[config.mk]
export PLATFORM = sky130hd
export DESIGN_NAME = slant_lane_tx_flat
export DESIGN_NICKNAME = d
export VERILOG_FILES = /design/src/rtl/slant_lane_tx_if.sv /design/src/rtl/slant_lane_tx.sv /design/src/flat_wrapper.sv
export SDC_FILE = /design/constraint.sdc
export NUM_CORES = 1
export LEC_CHECK = 0
export ABC_AREA = 1
export CORE_AREA = 4 4 135 137
export CTS_BUF_LIST = sky130_fd_sc_hd__clkbuf_4
export CTS_CLUSTER_SIZE = 28
export DETAILED_ROUTE_END_ITERATION = 6
export DIE_AREA = 0 0 139 141
export GPL_TIMING_DRIVEN = 0
export HOLD_SLACK_MARGIN = 0.15
export PLACE_DENSITY = 0.79
export SYNTH_ARGS = -nofsm -noshare
export SYNTH_HDL_FRONTEND = slang
export SYNTH_SLANG_ARGS = --single-unit
[constraint.sdc]
create_clock -name Cclk -period 2.08 [get_ports Cclk]
set_clock_uncertainty 0.05 [all_clocks]
set_input_delay 0.416 -clock Cclk [delete_from_list [all_inputs] [get_ports Cclk]]
set_output_delay 0.416 -clock Cclk [all_outputs]
set_load 0.02 [all_outputs]
[src/rtl/slant_lane_tx_if.sv]
// Control, status, frame-memory read port and lane-symbol bus of the slant lane framer.
interface slant_lane_tx_if #(
  parameter int unsigned LANES  = 4,
  parameter int unsigned DW     = 5,
  parameter int unsigned SYM_W  = 6,
  parameter int unsigned ADDR_W = 17
);
  logic                     start;
  logic                     abort;
  logic                     frame_sel;
  logic [ADDR_W-2:0]        mem_raddr;
  logic                     mem_rsel;
  logic [LANES*DW-1:0]      mem_rdata;
  logic                     tx_valid;
  logic [LANES*SYM_W-1:0]   tx_data;
  logic                     busy;
  logic                     done;
  logic [11:0]              line_count;
  logic [15:0]              frame_count;

  modport master (
    input  start, abort, frame_sel, mem_rdata,
    output mem_raddr, mem_rsel, tx_valid, tx_data, busy, done, line_count, frame_count
  );

  modport slave (
    output start, abort, frame_sel, mem_rdata,
    input  mem_raddr, mem_rsel, tx_valid, tx_data, busy, done, line_count, frame_count
  );
endinterface

[src/rtl/slant_lane_tx.sv]
// Multi-lane transmit framer: header pattern, Y/C data words read from slant banks,
// hsync patterns between lines; one symbol per lane per SYM_PERIOD-cycle slot.
module slant_lane_tx #(
  parameter int unsigned LANES       = 4,
  parameter int unsigned DW          = 5,
  parameter int unsigned SYM_W       = 6,
  parameter int unsigned ADDR_W      = 17,
  parameter int unsigned SYM_PERIOD  = 25,
  parameter int unsigned LINE_WORDS  = 160,
  parameter int unsigned TOTAL_WORDS = 76800,
  parameter int unsigned FRAME_PAT_W = 24,
  parameter logic [FRAME_PAT_W-1:0] FRAME0 = 24'haa8d55,
  parameter logic [FRAME_PAT_W-1:0] FRAME1 = 24'haab155,
  parameter int unsigned HSYNC_PAT_W = 8,
  parameter logic [HSYNC_PAT_W-1:0] HSYNC = 8'h55
) (
  input  logic           Cclk,
  input  logic           rstn,
  slant_lane_tx_if.master bus
);

  localparam int unsigned SC_W    = $clog2(SYM_PERIOD);
  localparam int unsigned PAT_MAX = (FRAME_PAT_W > HSYNC_PAT_W) ? FRAME_PAT_W : HSYNC_PAT_W;
  localparam int unsigned K_W     = $clog2(PAT_MAX);
  localparam int unsigned HI_W    = $clog2(FRAME_PAT_W);
  localparam int unsigned HS_W    = $clog2(HSYNC_PAT_W);
  localparam int unsigned LW_W    = $clog2(LINE_WORDS);
  localparam int unsigned TX_W    = LANES * SYM_W;
  localparam int unsigned RD_W    = LANES * DW;
  localparam int unsigned RA_W    = ADDR_W - 1;

  typedef enum logic [1:0] {ST_IDLE, ST_FHDR, ST_DATA, ST_HSYNC} state_t;

  state_t            state, state_d;
  logic [SC_W-1:0]   sc, sc_d;
  logic [K_W-1:0]    k, k_d;
  logic [ADDR_W-1:0] w, w_d;
  logic [LW_W-1:0]   lw, lw_d;
  logic              fsel, fsel_d;
  logic [RD_W-1:0]   hold, hold_d;
  logic [RA_W-1:0]   raddr_d;
  logic              rsel_d;
  logic              valid_d, busy_d, done_d;
  logic [TX_W-1:0]   data_d;
  logic [11:0]       line_d;
  logic [15:0]       frame_d;

  logic                   slot_end, hdr_last, hs_last, line_end, frame_end, prefetch;
  logic [FRAME_PAT_W-1:0] hdr_pat;
  logic [HI_W-1:0]        hdr_idx;
  logic [HS_W-1:0]        hs_idx;
  logic [ADDR_W-1:0]      pf_w;
  logic [TX_W-1:0]        data_sym;

  assign slot_end  = (sc == SC_W'(SYM_PERIOD - 1));
  assign hdr_last  = (k == K_W'(FRAME_PAT_W - 1));
  assign hs_last   = (k == K_W'(HSYNC_PAT_W - 1));
  assign line_end  = (lw == LW_W'(LINE_WORDS - 1));
  assign frame_end = (w == ADDR_W'(TOTAL_WORDS - 1));
  assign hdr_pat   = fsel ? FRAME1 : FRAME0;
  // pattern bit for the slot after the current one
  assign hdr_idx   = HI_W'(FRAME_PAT_W - 2) - HI_W'(k);
  assign hs_idx    = HS_W'(HSYNC_PAT_W - 2) - HS_W'(k);
  // word fetched during this slot; header keeps w at 0 for the first word
  assign pf_w      = (state == ST_FHDR) ? w : w + ADDR_W'(1);
  assign prefetch  = ((state == ST_FHDR)  && hdr_last) ||
                     ((state == ST_DATA)  && !line_end) ||
                     ((state == ST_HSYNC) && hs_last);

  // zero-extend each bank sample into its lane symbol
  always_comb begin
    data_sym = '0;
    for (int i = 0; i < LANES; i++) begin
      data_sym[i*SYM_W +: SYM_W] = SYM_W'(hold[i*DW +: DW]);
    end
  end

  // state register
  always_ff @(posedge Cclk or negedge rstn) begin
    if (!rstn) state <= ST_IDLE;
    else       state <= state_d;
  end

  // next-state logic
  always_comb begin
    state_d = state;
    if (bus.abort) begin
      state_d = ST_IDLE;
    end else begin
      case (state)
        ST_IDLE:  if (bus.start) state_d = ST_FHDR;
        ST_FHDR:  if (slot_end && hdr_last) state_d = ST_DATA;
        ST_DATA:  if (slot_end && line_end) state_d = frame_end ? ST_IDLE : ST_HSYNC;
        ST_HSYNC: if (slot_end && hs_last) state_d = ST_DATA;
        default:  state_d = ST_IDLE;
      endcase
    end
  end

  // output and datapath next values
  always_comb begin
    sc_d    = sc;
    k_d     = k;
    w_d     = w;
    lw_d    = lw;
    fsel_d  = fsel;
    hold_d  = hold;
    raddr_d = bus.mem_raddr;
    rsel_d  = bus.mem_rsel;
    valid_d = 1'b0;
    data_d  = bus.tx_data;
    busy_d  = bus.busy;
    done_d  = 1'b0;
    line_d  = bus.line_count;
    frame_d = bus.frame_count;
    if (bus.abort) begin
      busy_d = 1'b0;
      data_d = '0;
    end else if (state == ST_IDLE) begin
      if (bus.start) begin
        busy_d  = 1'b1;
        sc_d    = '0;
        k_d     = '0;
        w_d     = '0;
        lw_d    = '0;
        fsel_d  = bus.frame_sel;
        line_d  = '0;
        valid_d = 1'b1;
        data_d  = {TX_W{bus.frame_sel ? FRAME1[FRAME_PAT_W-1] : FRAME0[FRAME_PAT_W-1]}};
      end
    end else begin
      sc_d = slot_end ? '0 : sc + SC_W'(1);
      if (prefetch && (sc == SC_W'(SYM_PERIOD - 4))) begin
        raddr_d = pf_w[ADDR_W-1:1];
        rsel_d  = pf_w[0];
      end
      if (prefetch && (sc == SC_W'(SYM_PERIOD - 2))) hold_d = bus.mem_rdata;
      if (slot_end) begin
        valid_d = 1'b1;
        case (state)
          ST_FHDR: begin
            if (hdr_last) begin
              k_d    = '0;
              data_d = data_sym;
            end else begin
              k_d    = k + K_W'(1);
              data_d = {TX_W{hdr_pat[hdr_idx]}};
            end
          end
          ST_DATA: begin
            if (line_end) begin
              line_d = bus.line_count + 12'd1;
              lw_d   = '0;
              if (frame_end) begin
                valid_d = 1'b0;
                busy_d  = 1'b0;
                data_d  = '0;
                done_d  = 1'b1;
                frame_d = bus.frame_count + 16'd1;
              end else begin
                k_d    = '0;
                data_d = {TX_W{HSYNC[HSYNC_PAT_W-1]}};
              end
            end else begin
              w_d    = w + ADDR_W'(1);
              lw_d   = lw + LW_W'(1);
              data_d = data_sym;
            end
          end
          ST_HSYNC: begin
            if (hs_last) begin
              k_d    = '0;
              w_d    = w + ADDR_W'(1);
              data_d = data_sym;
            end else begin
              k_d    = k + K_W'(1);
              data_d = {TX_W{HSYNC[hs_idx]}};
            end
          end
          default: ;
        endcase
      end
    end
  end

  // datapath and output registers
  always_ff @(posedge Cclk or negedge rstn) begin
    if (!rstn) begin
      sc              <= '0;
      k               <= '0;
      w               <= '0;
      lw              <= '0;
      fsel            <= 1'b0;
      hold            <= '0;
      bus.mem_raddr   <= '0;
      bus.mem_rsel    <= 1'b0;
      bus.tx_valid    <= 1'b0;
      bus.tx_data     <= '0;
      bus.busy        <= 1'b0;
      bus.done        <= 1'b0;
      bus.line_count  <= '0;
      bus.frame_count <= '0;
    end else begin
      sc              <= sc_d;
      k               <= k_d;
      w               <= w_d;
      lw              <= lw_d;
      fsel            <= fsel_d;
      hold            <= hold_d;
      bus.mem_raddr   <= raddr_d;
      bus.mem_rsel    <= rsel_d;
      bus.tx_valid    <= valid_d;
      bus.tx_data     <= data_d;
      bus.busy        <= busy_d;
      bus.done        <= done_d;
      bus.line_count  <= line_d;
      bus.frame_count <= frame_d;
    end
  end

endmodule

[src/flat_wrapper.sv]
// flat-port wrapper written by rule: the top's interface ports become plain ports
module slant_lane_tx_flat 
#(
  parameter int unsigned LANES       = 4,
  parameter int unsigned DW          = 5,
  parameter int unsigned SYM_W       = 6,
  parameter int unsigned ADDR_W      = 17,
  parameter int unsigned SYM_PERIOD  = 25,
  parameter int unsigned LINE_WORDS  = 160,
  parameter int unsigned TOTAL_WORDS = 76800,
  parameter int unsigned FRAME_PAT_W = 24,
  parameter logic [FRAME_PAT_W-1:0] FRAME0 = 24'haa8d55,
  parameter logic [FRAME_PAT_W-1:0] FRAME1 = 24'haab155,
  parameter int unsigned HSYNC_PAT_W = 8,
  parameter logic [HSYNC_PAT_W-1:0] HSYNC = 8'h55
)
  (Cclk, rstn, bus_start, bus_abort, bus_frame_sel, bus_mem_rdata, bus_mem_raddr, bus_mem_rsel, bus_tx_valid, bus_tx_data, bus_busy, bus_done, bus_line_count, bus_frame_count);
  slant_lane_tx_if #(.LANES(LANES), .DW(DW), .SYM_W(SYM_W), .ADDR_W(ADDR_W)) bus_i ();
  input  logic Cclk;
  input  logic rstn;
  input wire logic [$bits(bus_i.start)-1:0] bus_start;
  input wire logic [$bits(bus_i.abort)-1:0] bus_abort;
  input wire logic [$bits(bus_i.frame_sel)-1:0] bus_frame_sel;
  input wire logic [$bits(bus_i.mem_rdata)-1:0] bus_mem_rdata;
  output wire logic [$bits(bus_i.mem_raddr)-1:0] bus_mem_raddr;
  output wire logic [$bits(bus_i.mem_rsel)-1:0] bus_mem_rsel;
  output wire logic [$bits(bus_i.tx_valid)-1:0] bus_tx_valid;
  output wire logic [$bits(bus_i.tx_data)-1:0] bus_tx_data;
  output wire logic [$bits(bus_i.busy)-1:0] bus_busy;
  output wire logic [$bits(bus_i.done)-1:0] bus_done;
  output wire logic [$bits(bus_i.line_count)-1:0] bus_line_count;
  output wire logic [$bits(bus_i.frame_count)-1:0] bus_frame_count;
  assign bus_i.start = bus_start;
  assign bus_i.abort = bus_abort;
  assign bus_i.frame_sel = bus_frame_sel;
  assign bus_i.mem_rdata = bus_mem_rdata;
  assign bus_mem_raddr = bus_i.mem_raddr;
  assign bus_mem_rsel = bus_i.mem_rsel;
  assign bus_tx_valid = bus_i.tx_valid;
  assign bus_tx_data = bus_i.tx_data;
  assign bus_busy = bus_i.busy;
  assign bus_done = bus_i.done;
  assign bus_line_count = bus_i.line_count;
  assign bus_frame_count = bus_i.frame_count;
  slant_lane_tx #(.LANES(LANES), .DW(DW), .SYM_W(SYM_W), .ADDR_W(ADDR_W), .SYM_PERIOD(SYM_PERIOD), .LINE_WORDS(LINE_WORDS), .TOTAL_WORDS(TOTAL_WORDS), .FRAME_PAT_W(FRAME_PAT_W), .FRAME0(FRAME0), .FRAME1(FRAME1), .HSYNC_PAT_W(HSYNC_PAT_W), .HSYNC(HSYNC)) u_core (.Cclk(Cclk), .rstn(rstn), .bus(bus_i));
endmodule
==> flow_metrics.py, run 1 <==
metrics = {
    "detailed_routing": {
        "ant_nets": 0,
        "wl_met3_um": 893,
        "drcViolationCount": 0,
        "wirelength_met1_um": 8460,
        "routed_wl_um": 19200,
        "drt_iter0_drc": 560,
        "vias": 7057,
        "wl_met2_um": 9600,
        "wl_per_cell_um": 13.5,
        "via_per_inst": 4.94,
        "highest_layer": "met4",
        "drt-pass1-iter-count": 5,
    },
    "pwr": {
        "ir_drop_mv": 0.545,
        "p_leak_nw": 4.96,
        "power_density_nw_per_um2": 827,
        "fin_total_pwr_mw": 7.90,
    },
    "clocking": {
        "htreeDepth": 4,
        "cts_root_buf": "clkbuf_4",
        "clkTransAtPathRegs_ns": 0.12,
        "cts_tree": "yes",
        "clockBufferDepth": 2,
        "cts-buffers-inserted": 17,
        "clk-insertion-delay-late_ns": 0.55,
        "numClockSinks": 127,
    },
    "finish": {
        "final_util_pct": 56.0,
        "nets": 1230,
        "design_area_um2": 9560,
        "area_growth_pct": 26.6,
        "finalNonFillerCells": 1428,
        "drive_gt1_share_pct": 13.6,
    },
    "worst_setup_path": {
        "crit_path_start_kind": "flip-flop",
        "crit_chain": "buf_4 -> buf_4 -> ha_1 -> clkinv_2 -> nand2_1 -> a21oi_2 -> inv_1 -> nand2_2 -> buf_6 -> nand2_1 -> nand2_1",
        "crit_path_max_fanout": 10,
        "cpPeakStageDelay_ns": 0.46,
        "crit_top_cell": "nand2_1",
        "critPathBufInv": 5,
        "cpMaxStageDelayCell": "dfrtp_2",
        "arrival_ns": 2.50,
        "crit_family": "buffers and inverters",
        "worstSetupPathType": "flip-flop to flip-flop",
        "end_kind": "flip-flop",
        "required_ns": 2.52,
    },
    "floorplan": {
        "coreArea_um2": 17100,
        "ios": 97,
        "dieArea_um2": 19600,
        "start_util_pct": 44.3,
        "die_w_um": 139,
        "fp-row-count": 48,
        "die_height_um": 141,
    },
    "synthesis": {
        "synth.top_cell.area_share_pct": 42.1,
        "synth_cell_types": 42,
        "yosys-top-cells-area": "dfrtp_1 42%, nand2_1 21%, inv_1 5.2%",
        "post_synth.cell_area_avg_um2": 7.20,
        "synth_flop_cell": "dfrtp_1",
        "syn_inst": 1049,
        "synth_edf_count": 0,
        "yosys.area.top_type": "dfrtp_1",
        "ys_ff_latch": 127,
        "ys_warn_count": 0,
        "synth_nets": 1090,
        "yosysSeqAreaShare_pct": 42.1,
        "yosys.cell_count.top_type": "nand2_1",
        "async_flop_share_pct": 100,
        "synth_common_cells": "423 x nand2_1, 127 x dfrtp_1, 104 x inv_1",
        "synth.cell_area_um2": 7550,
    },
    "timing": {
        "finalSetupTns_ns": 0,
        "max_slew_margin_pct": 51.9,
        "report.final.slew_viol_count": 0,
        "finalWorstSetupSlack_ns": 0.0283,
        "whs_ns": 0.336,
        "fin_crit_sh_pct": 98.6,
        "max_clock_freq_mhz": 487,
        "fin_crit_ns": 2.05,
        "final-setup-viol-count": 0,
        "grt_setup_unrepaired": "yes",
        "final_hold_viol_count": 0,
        "tightest_slew_ns": 0.722,
    },
    "grt": {
        "grt_antenna_before_repair": 1,
        "grt_pass1_wl_um": 31700,
        "grt_max_degree": 77,
        "grt_pass1_vias": 6619,
        "grt_remaining_overflow": 0,
        "track_usage_pct": 19.4,
    },
    "place": {
        "place_area_um2": 8820,
        "placedCellCount": 1371,
        "dp_slack_ns": -0.425,
        "gp_congestion": 0.870,
        "dp_hpwl_um": 13500,
        "port_buffers": 96,
    },
    "run": {
        "cap_violations": 0,
    },
    "hold_path": {
        "min_path_type": "input pin to flip-flop",
    },
    "outcome": {
        "status": "finished, final reports clean",
    },
}
-- worst register-to-register path: stages, from the launching register on --
cell,delay (ns)
dfrtp_2,0.46
buf_4,0.15
buf_4,0.13
ha_1,0.23
clkinv_2,0.17
nand2_1,0.13
a21oi_2,0.19
inv_1,0.08
nand2_2,0.14
buf_6,0.15
nand2_1,0.06
nand2_1,0.06
-- state kept, by name (all words and copies together) (netlist names), 5 cells and up --
register and flops:
u_core.bus.frame_count 16, u_core.bus.line_count 12, u_core.bus.mem_raddr 16, u_core.bus.tx_data 21, u_core.hold 20, u_core.k 5
u_core.lw 8, u_core.sc 5, u_core.w 17
-- placed cells by master (no fill, tap or decap), types with 3 or more instances in the layout --
cell             count
nand2_1            414
dfrtp_1            121
inv_1              101
nor2_1              86
nand3_1             60
clkdlybuf4s50_1     48
o21ai_0             37
dlygate4sd2_1       30
buf_4               27
xor2_1              24
nor3_1              21
o21ai_1             21
clkbuf_4            20
buf_6               17
dlymetal6s2s_1      17
nand2_2             16
a21oi_1             13
nand4_1             13
ha_1                12
nor2_4               8
nand2_4              7
inv_2                6
xnor2_1              6
dfrtp_2              6
buf_2                5
clkinvlp_4           4
nor2_2               4
o21ai_2              4
o31ai_1              4
bufinv_16            4
nand3_2              3
nor3_2               3
clkinv_2             3
clkbuf_2             3
nand3_4              3
-- cell families (layout without fill, tap and decap cells) --
group                    after synthesis  in the layout  synth area share, %
adder cells (fa/ha/maj)               16             16                 2.65
flip-flops                           127            127                 42.1
AND/OR/NAND/NOR                      645            645                 36.7
XOR/XNOR                              30             30                 3.48
other                                  0              1                    0
buffers and inverters                143            296                 8.55
AO/OA/AOI/OAI                         88             88                 6.56
-- repair_timing --
item / 4_1_cts / 5_1_grt
endpoints found under the setup margin: 100 / 126
hold buffers: 1 / 0
cloned: 0 / 2
resized for setup: 46 / 72
pin swaps: 1 / 13
setup buffers: 1 / 20
endpoints found under the hold margin: 75 / 0
-- where the power goes --
part	total (mW)	internal, mW	leakage, nW	switching (mW)
Clock	1.95	0.966	0.164	0.985
Combinational	2.97	1.20	3.07	1.77
Sequential	2.98	2.76	1.73	0.224
Total	7.90	4.92	4.96	2.98
-- area by class of cell --
class                      instances  area [um2]
fill                            1569        7500
multi-input combinational        779        3870
sequential                       127        3190
timing repair buffer             121        1200
inverter                         110         419
tap                              225         282
buffer                            33         273
clock inverter                    14         190
clock buffer                      18         135
antenna                            1        2.50
-- path summary, 6_finish.rpt --
check / slack [ns] / start / depth (start not counted) / end
setup / recovery: 0.03 / u_core.state[0]$_DFFE_PN0P_ / 11 / u_core.bus.tx_data[19]$_DFFE_PN0P_
hold / removal: 0.34 / bus_mem_rdata[5] / 3 / u_core.hold[5]$_DFFE_PN0P_
setup reg to reg: 0.03 / u_core.state[0]$_DFFE_PN0P_ / 11 / u_core.bus.tx_data[19]$_DFFE_PN0P_
hold reg to reg: 0.44 / u_core.bus.tx_data[14]$_DFFE_PN0P_ / 2 / u_core.bus.tx_data[14]$_DFFE_PN0P_
max in group asynchronous: 0.82 / rstn / 3 / u_core.state[0]$_DFFE_PN0P_
min in group asynchronous: 0.39 / rstn / 2 / u_core.bus.tx_data[10]$_DFFE_PN0P_
-- metal layers --
layer  GRT usage [%]  vias to the layer above
li1                -                     3563
met1            25.6                     3269
met2            32.5                      196
met3            3.60                       29
met4            6.44                        0
met5               0                        -
Power figures use the tool's default switching activity.
==> run 2, diff against run 1 <==
--- a/config.mk
+++ b/config.mk
@@ -14,6 +14,7 @@
 export GPL_TIMING_DRIVEN = 0
 export HOLD_SLACK_MARGIN = 0.15
 export PLACE_DENSITY = 0.79
+export SLEW_MARGIN = 20
 export SYNTH_ARGS = -nofsm -noshare
 export SYNTH_HDL_FRONTEND = slang
 export SYNTH_SLANG_ARGS = --single-unit
==> run 2 against run 1 <==
Combinational power fell by 2%. Power fell by 0.90%. Via count rose by 0.50%. Cell count fell by 0.14%. Cell area fell by 0.79%. Clock power barely moved. Clock-buffer cell count did not move. Register-to-register slack improved by 0.04 ns. First-iteration DRC count fell by 1.3%. Largest cell class unchanged. Highest routed layer unchanged.
==> flow_metrics.py, run 2 (synthesized netlist as in run 1, its figures left out) <==
metrics = {
    "detailed_routing": {
        "vias": 7092,
        "ant_nets": 0,
        "routed_wl_um": 19300,
        "via_per_inst": 4.97,
        "drt_iter0_drc": 553,
        "drt-pass1-iter-count": 5,
        "wl_per_cell_um": 13.5,
        "drcViolationCount": 0,
    },
    "worst_setup_path": {
        "rr_startpoint": "u_core.state[1]$_DFFE_PN0P_",
        "crit_family": "simple AND/OR/NAND/NOR gates",
        "r2r_cells": 10,
        "crit_path_start_kind": "flip-flop",
        "crit_chain": "ha_1 -> clkbuf_4 -> nor2_4 -> nand2_1 -> a21oi_2 -> inv_1 -> nand2_1 -> buf_4 -> nand2_1 -> nand2_1",
        "crit_top_cell": "nand2_1",
        "r2r_end": "u_core.bus.tx_data[15]$_DFFE_PN0P_",
        "crit_path_max_fanout": 10,
        "end_kind": "flip-flop",
        "critPathBufInv": 3,
        "required_ns": 2.51,
        "cpPeakStageDelay_ns": 0.47,
        "endpoint": "u_core.bus.tx_data[15]$_DFFE_PN0P_",
        "arrival_ns": 2.44,
        "cpMaxStageDelayCell": "dfrtp_2",
        "critPathLaunch": "u_core.state[1]$_DFFE_PN0P_",
        "r2r_setup_slack_ns": 0.07,
        "cp.depth": 10,
        "worstSetupPathType": "flip-flop to flip-flop",
    },
    "timing": {
        "fin_crit_ns": 2.01,
        "final_hold_viol_count": 0,
        "fin_crit_sh_pct": 96.6,
        "grt_setup_unrepaired": "yes",
        "report.final.slew_viol_count": 0,
        "max_slew_margin_pct": 59.9,
        "whs_ns": 0.350,
        "max_clock_freq_mhz": 498,
        "tightest_slew_ns": 0.601,
        "final-setup-viol-count": 0,
    },
    "pwr": {
        "power_density_nw_per_um2": 826,
        "p_leak_nw": 4.89,
        "fin_total_pwr_mw": 7.83,
        "ir_drop_mv": 0.564,
    },
    "finish": {
        "nets": 1228,
        "drive_gt1_share_pct": 13.0,
        "area_growth_pct": 25.6,
        "top_regs": "u_core.bus.tx_data (21), u_core.hold (20), u_core.w (17)",
        "design_area_um2": 9480,
        "final_cell_mix": "419 x nand2_1, 121 x dfrtp_1, 102 x inv_1",
        "final_util_pct": 55.6,
        "regMostFlops": "u_core.bus.tx_data",
        "largest_register_ffs": 21,
        "layout_commonest_cell": "nand2_1",
        "finalNonFillerCells": 1426,
    },
    "place": {
        "gp_congestion": 0.870,
        "place_area_um2": 8830,
        "placedCellCount": 1371,
        "port_buffers": 96,
        "dp_hpwl_um": 13500,
    },
    "floorplan": {
        "die_w_um": 139,
        "die_height_um": 141,
        "ios": 97,
        "start_util_pct": 44.3,
        "fp-row-count": 48,
        "dieArea_um2": 19600,
        "coreArea_um2": 17100,
    },
    "outcome": {
        "status": "finished, final reports clean",
    },
    "grt": {
        "track_usage_pct": 19.6,
        "grt_antenna_before_repair": 1,
        "grt_pass1_wl_um": 32000,
        "grt_pass1_vias": 6568,
        "grt_max_degree": 77,
        "grt_remaining_overflow": 0,
    },
    "clocking": {
        "htreeDepth": 4,
        "cts_tree": "yes",
        "clkTransAtPathRegs_ns": 0.12,
        "cts_root_buf": "clkbuf_4",
        "clockBufferDepth": 2,
        "numClockSinks": 127,
        "cts-buffers-inserted": 17,
        "clk-insertion-delay-late_ns": 0.54,
    },
    "run": {
        "cap_violations": 0,
    },
    "hold_path": {
        "min_path_type": "input pin to asynchronous set/reset pin",
    },
}
==> run 2: changes by cell type in the layout (fill, tap and decap cells not counted), sizes merged <==
| cell | previous run | this run |
|---|---|---|
| clkdlybuf4s50 | 48 | 57 |
| dlymetal6s2s | 17 | 12 |
| dlygate4sd2 | 30 | 26 |
| clkinv | 7 | 9 |
| buf | 51 | 50 |
| clkbuf | 25 | 24 |
| clkinvlp | 4 | 3 |
| inv | 109 | 108 |
==> run 2: worst register-to-register path, stage by stage (launching register included) <==
cell,delay [ns]
dfrtp_2,0.47
ha_1,0.22
clkbuf_4,0.20
nor2_4,0.15
nand2_1,0.12
a21oi_2,0.19
inv_1,0.06
nand2_1,0.15
buf_4,0.21
nand2_1,0.06
nand2_1,0.06
==> run 2: report_power, final <==
group	switching [mW]	internal, mW	total [mW]
sequential	0.215	2.76	2.98
clock	0.986	0.967	1.95
combinational	1.75	1.16	2.90
==> run 2: worst min path at each step <==
| stage | from | endpoint | slack, ns | cells past startpoint |
|---|---|---|---|---|
| 2_1_floorplan | rstn | u_core.bus.busy$_DFFE_PN0P_ | 0.07 | 0 |
| 3_3_place_gp | u_core.bus.busy$_DFFE_PN0P_ | u_core.bus.busy$_DFFE_PN0P_ | 0.41 | 2 |
| 3_5_place_dp | rstn | u_core.bus.tx_data[9]$_DFFE_PN0P_ | 0.38 | 1 |
| 4_1_cts | bus_mem_rdata[3] | u_core.hold[3]$_DFFE_PN0P_ | 0.32 | 3 |
| 5_1_grt | bus_mem_rdata[5] | u_core.hold[5]$_DFFE_PN0P_ | 0.31 | 3 |
| 6_report | rstn | u_core.bus.tx_data[10]$_DFFE_PN0P_ | 0.35 | 2 |
==> run 2: repair_timing <==
item	in CTS	in global routing
hold endpoints to repair	75	0
resized for setup	38	58
pin swaps	1	3
hold buffers	1	0
endpoints found under the setup margin	97	127
buffers inserted	4	17
==> run 2: layout make-up <==
cell class,instances,area (um2)
clock inverter,14,191
multi-input combinational,779,3850
inverter,110,419
timing repair buffer,119,1160
sequential,127,3190
clock buffer,18,135
buffer,33,254
tap,225,282
antenna,1,2.50
fill,1593,7570
==> run 2: routing by layer <==
metal	wire, um	vias to the layer above	global-route usage [%]
met3	1140	33	3.73
met4	361	0	5.87
met5	0	-	0
li1	-	3561	-
met1	8240	3260	25.8
met2	9520	238	32.9
==> run 2: stage by stage <==
| step | TNS [ns] | setup slack, ns |
|---|---|---|
| after detailed placement | -14.41 | -0.432 |
| after floorplan | 0 | 0.133 |
| final | 0 | 0.0716 |
| after global routing | -0.523 | -0.0459 |
| after CTS | 0 | 0.00304 |
| after global placement | -598.32 | -4.62 |
==> run 3, diff against run 2 <==
--- a/config.mk
+++ b/config.mk
@@ -6,14 +6,14 @@
 export NUM_CORES = 1
 export LEC_CHECK = 0
 export ABC_AREA = 1
-export CORE_AREA = 4 4 135 137
+export CORE_AREA = 4 4 152 154
 export CTS_BUF_LIST = sky130_fd_sc_hd__clkbuf_4
 export CTS_CLUSTER_SIZE = 28
 export DETAILED_ROUTE_END_ITERATION = 6
-export DIE_AREA = 0 0 139 141
+export DIE_AREA = 0 0 156 158
 export GPL_TIMING_DRIVEN = 0
 export HOLD_SLACK_MARGIN = 0.15
-export PLACE_DENSITY = 0.79
+export PLACE_DENSITY = 0.66
 export SLEW_MARGIN = 20
 export SYNTH_ARGS = -nofsm -noshare
 export SYNTH_HDL_FRONTEND = slang
==> run 3 against run 2 <==
Power is 4.3% lower. Maximum frequency rose by 0.78%. Cell count rose by 3.3%. Via count decreased by 4.2%. Setup slack improved by 0.016 ns. Clock-buffer cell count is the same. Hold slack got worse by 0.053 ns. Sequential power barely moved. Routed wire length shrank 2.4%. Sequential share of layout area hardly changed. Largest cell class unchanged.
==> flow_metrics.py, run 3 (synthesized netlist as in run 1, its figures left out) <==
metrics = {
    "timing": {
        "max_clock_freq_mhz": 502,
        "max_slew_margin_pct": 62.4,
        "final_hold_viol_count": 0,
        "report.final.slew_viol_count": 0,
        "whs_ns": 0.298,
        "fin_crit_ns": 1.99,
        "tightest_slew_ns": 0.563,
        "final-setup-viol-count": 0,
        "fin_crit_sh_pct": 95.8,
    },
    "floorplan": {
        "die_height_um": 158,
        "die_w_um": 156,
        "start_util_pct": 34.8,
        "dieArea_um2": 24600,
        "coreArea_um2": 21700,
        "fp-row-count": 54,
        "ios": 97,
    },
    "worst_setup_path": {
        "cpPeakStageDelay_ns": 0.61,
        "r2r_end": "u_core.w[5]$_DFFE_PN0P_",
        "crit_family": "buffers and inverters",
        "r2r_setup_slack_ns": 0.10,
        "crit_path_start_kind": "flip-flop",
        "r2r_cells": 11,
        "crit_chain": "clkdlybuf4s50_1",
        "rr_startpoint": "u_core.lw[1]$_DFFE_PN0P_",
        "cp.depth": 1,
        "end_kind": "output port",
        "arrival_ns": 1.53,
        "worstSetupPathType": "flip-flop to output port",
        "critPathLaunch": "u_core.bus.mem_raddr[7]$_DFFE_PN0P_",
        "critPathBufInv": 1,
        "cpMaxStageDelayCell": "clkdlybuf4s50_1",
        "required_ns": 1.61,
        "endpoint": "bus_mem_raddr[7]",
        "crit_path_max_fanout": 2,
    },
    "clocking": {
        "numClockSinks": 127,
        "cts_tree": "yes",
        "cts_root_buf": "clkbuf_4",
        "cts-buffers-inserted": 17,
        "clkTransAtPathRegs_ns": 0.13,
        "clk-insertion-delay-late_ns": 0.54,
        "htreeDepth": 4,
        "clockBufferDepth": 2,
    },
    "detailed_routing": {
        "wl_per_cell_um": 12.8,
        "drt-pass1-iter-count": 5,
        "via_per_inst": 4.61,
        "ant_nets": 0,
        "routed_wl_um": 18800,
        "drcViolationCount": 0,
        "vias": 6793,
        "drt_iter0_drc": 448,
    },
    "finish": {
        "top_regs": "u_core.bus.tx_data (21), u_core.hold (20), u_core.w (17)",
        "fill_cells": 2202,
        "largest_register_ffs": 21,
        "layout_commonest_cell": "nand2_1",
        "area_growth_pct": 25.7,
        "finalNonFillerCells": 1473,
        "final_cell_mix": "418 x nand2_1, 122 x dfrtp_1, 101 x inv_1",
        "nets": 1221,
        "drive_gt1_share_pct": 12.1,
        "regMostFlops": "u_core.bus.tx_data",
        "regArea_um2": 3180,
        "multi_input_area_um2": 3830,
    },
    "pwr": {
        "p_leak_nw": 5.08,
        "power_density_nw_per_um2": 790,
        "ir_drop_mv": 0.356,
    },
    "grt": {
        "grt_antenna_before_repair": 1,
        "grt_max_degree": 72,
        "grt_remaining_overflow": 0,
        "grt_pass1_wl_um": 31500,
        "track_usage_pct": 15.6,
        "grt_pass1_vias": 6448,
    },
    "hold_path": {
        "min_path_type": "input pin to asynchronous set/reset pin",
    },
    "outcome": {
        "status": "finished, final reports clean",
    },
    "run": {
        "cap_violations": 0,
    },
    "place": {
        "gp_congestion": 0.888,
        "port_buffers": 96,
        "placedCellCount": 1426,
        "dp_hpwl_um": 13900,
    },
}
[run 3: cell count changes in the layout (fill, tap and decap cells not counted), moves of 3 or more]
| cell | previous run | this run |
|---|---|---|
| buf_4 | 32 | 20 |
| clkdlybuf4s50_1 | 57 | 35 |
| dlygate4sd2_1 | 26 | 31 |
| dlymetal6s2s_1 | 12 | 29 |
| nand2_2 | 10 | 13 |
[run 3: routing by layer]
| layer | part of all wire [%] | global-route usage, % | vias to the layer above |
|---|---|---|---|
| met5 | 0 | 0 | - |
| met4 | 1.3 | 4.04 | 0 |
| met3 | 3.2 | 3.47 | 19 |
| met2 | 48 | 26.0 | 97 |
| met1 | 47 | 20.7 | 3126 |
| li1 | - | - | 3551 |
[run 3: report_power, final]
| part | internal, mW | switching, mW |
|---|---|---|
| clock | 0.724 | 1.00 |
| combinational | 1.09 | 1.70 |
| sequential | 2.76 | 0.216 |
[run 3: layout make-up]
class / count / area share, %
Inverter: 110 / 4.42
Buffer: 33 / 2.76
Antenna cell: 1 / 0.0264
Timing Repair Buffer: 112 / 12.3
Sequential cell: 127 / 33.6
Multi-Input combinational cell: 779 / 40.3
Tap cell: 280 / 3.69
Clock buffer: 18 / 1.42
Clock inverter: 13 / 1.49
[run 3: per-stage QoR]
| step | setup WS [ns] | util (%) | power [mW] | cell area (um2) | TNS [ns] |
|---|---|---|---|---|---|
| after detailed placement | -0.507 | 41.0 | 5.65 | 8890 | -17.57 |
| final | 0.0872 | 43.7 | 7.49 | 9490 | 0 |
| after global routing | -0.0229 | 43.7 | 8.07 | 9490 | -0.124 |
| after global placement | -4.67 | 40.9 | 5.60 | 8860 | -608.83 |
| after floorplan | 0.133 | - | 4.66 | 7550 | 0 |
| after CTS | 0.000339 | 42.5 | 7.43 | 9220 | 0 |
[run 3: how the worst min path moves through the flow]
stage / startpoint / to / slack, ns / cells past startpoint
after global placement: u_core.bus.tx_data[22]$_DFFE_PN0P_ / u_core.bus.tx_data[22]$_DFFE_PN0P_ / 0.42 / 2
after floorplan: rstn / u_core.bus.busy$_DFFE_PN0P_ / 0.07 / 0
after CTS: rstn / u_core.w[0]$_DFFE_PN0P_ / 0.28 / 2
after global routing: rstn / u_core.w[0]$_DFFE_PN0P_ / 0.30 / 2
final: rstn / u_core.w[0]$_DFFE_PN0P_ / 0.30 / 2
after detailed placement: rstn / u_core.w[0]$_DFFE_PN0P_ / 0.32 / 1
[run 3: repair_timing]
action,in CTS,in global routing
pin swaps,2,5
hold buffers,1,0
resized for setup,45,66
buffers inserted,4,9
gates cloned,0,1
endpoints found under the hold margin,105,0
setup endpoints to repair,110,139
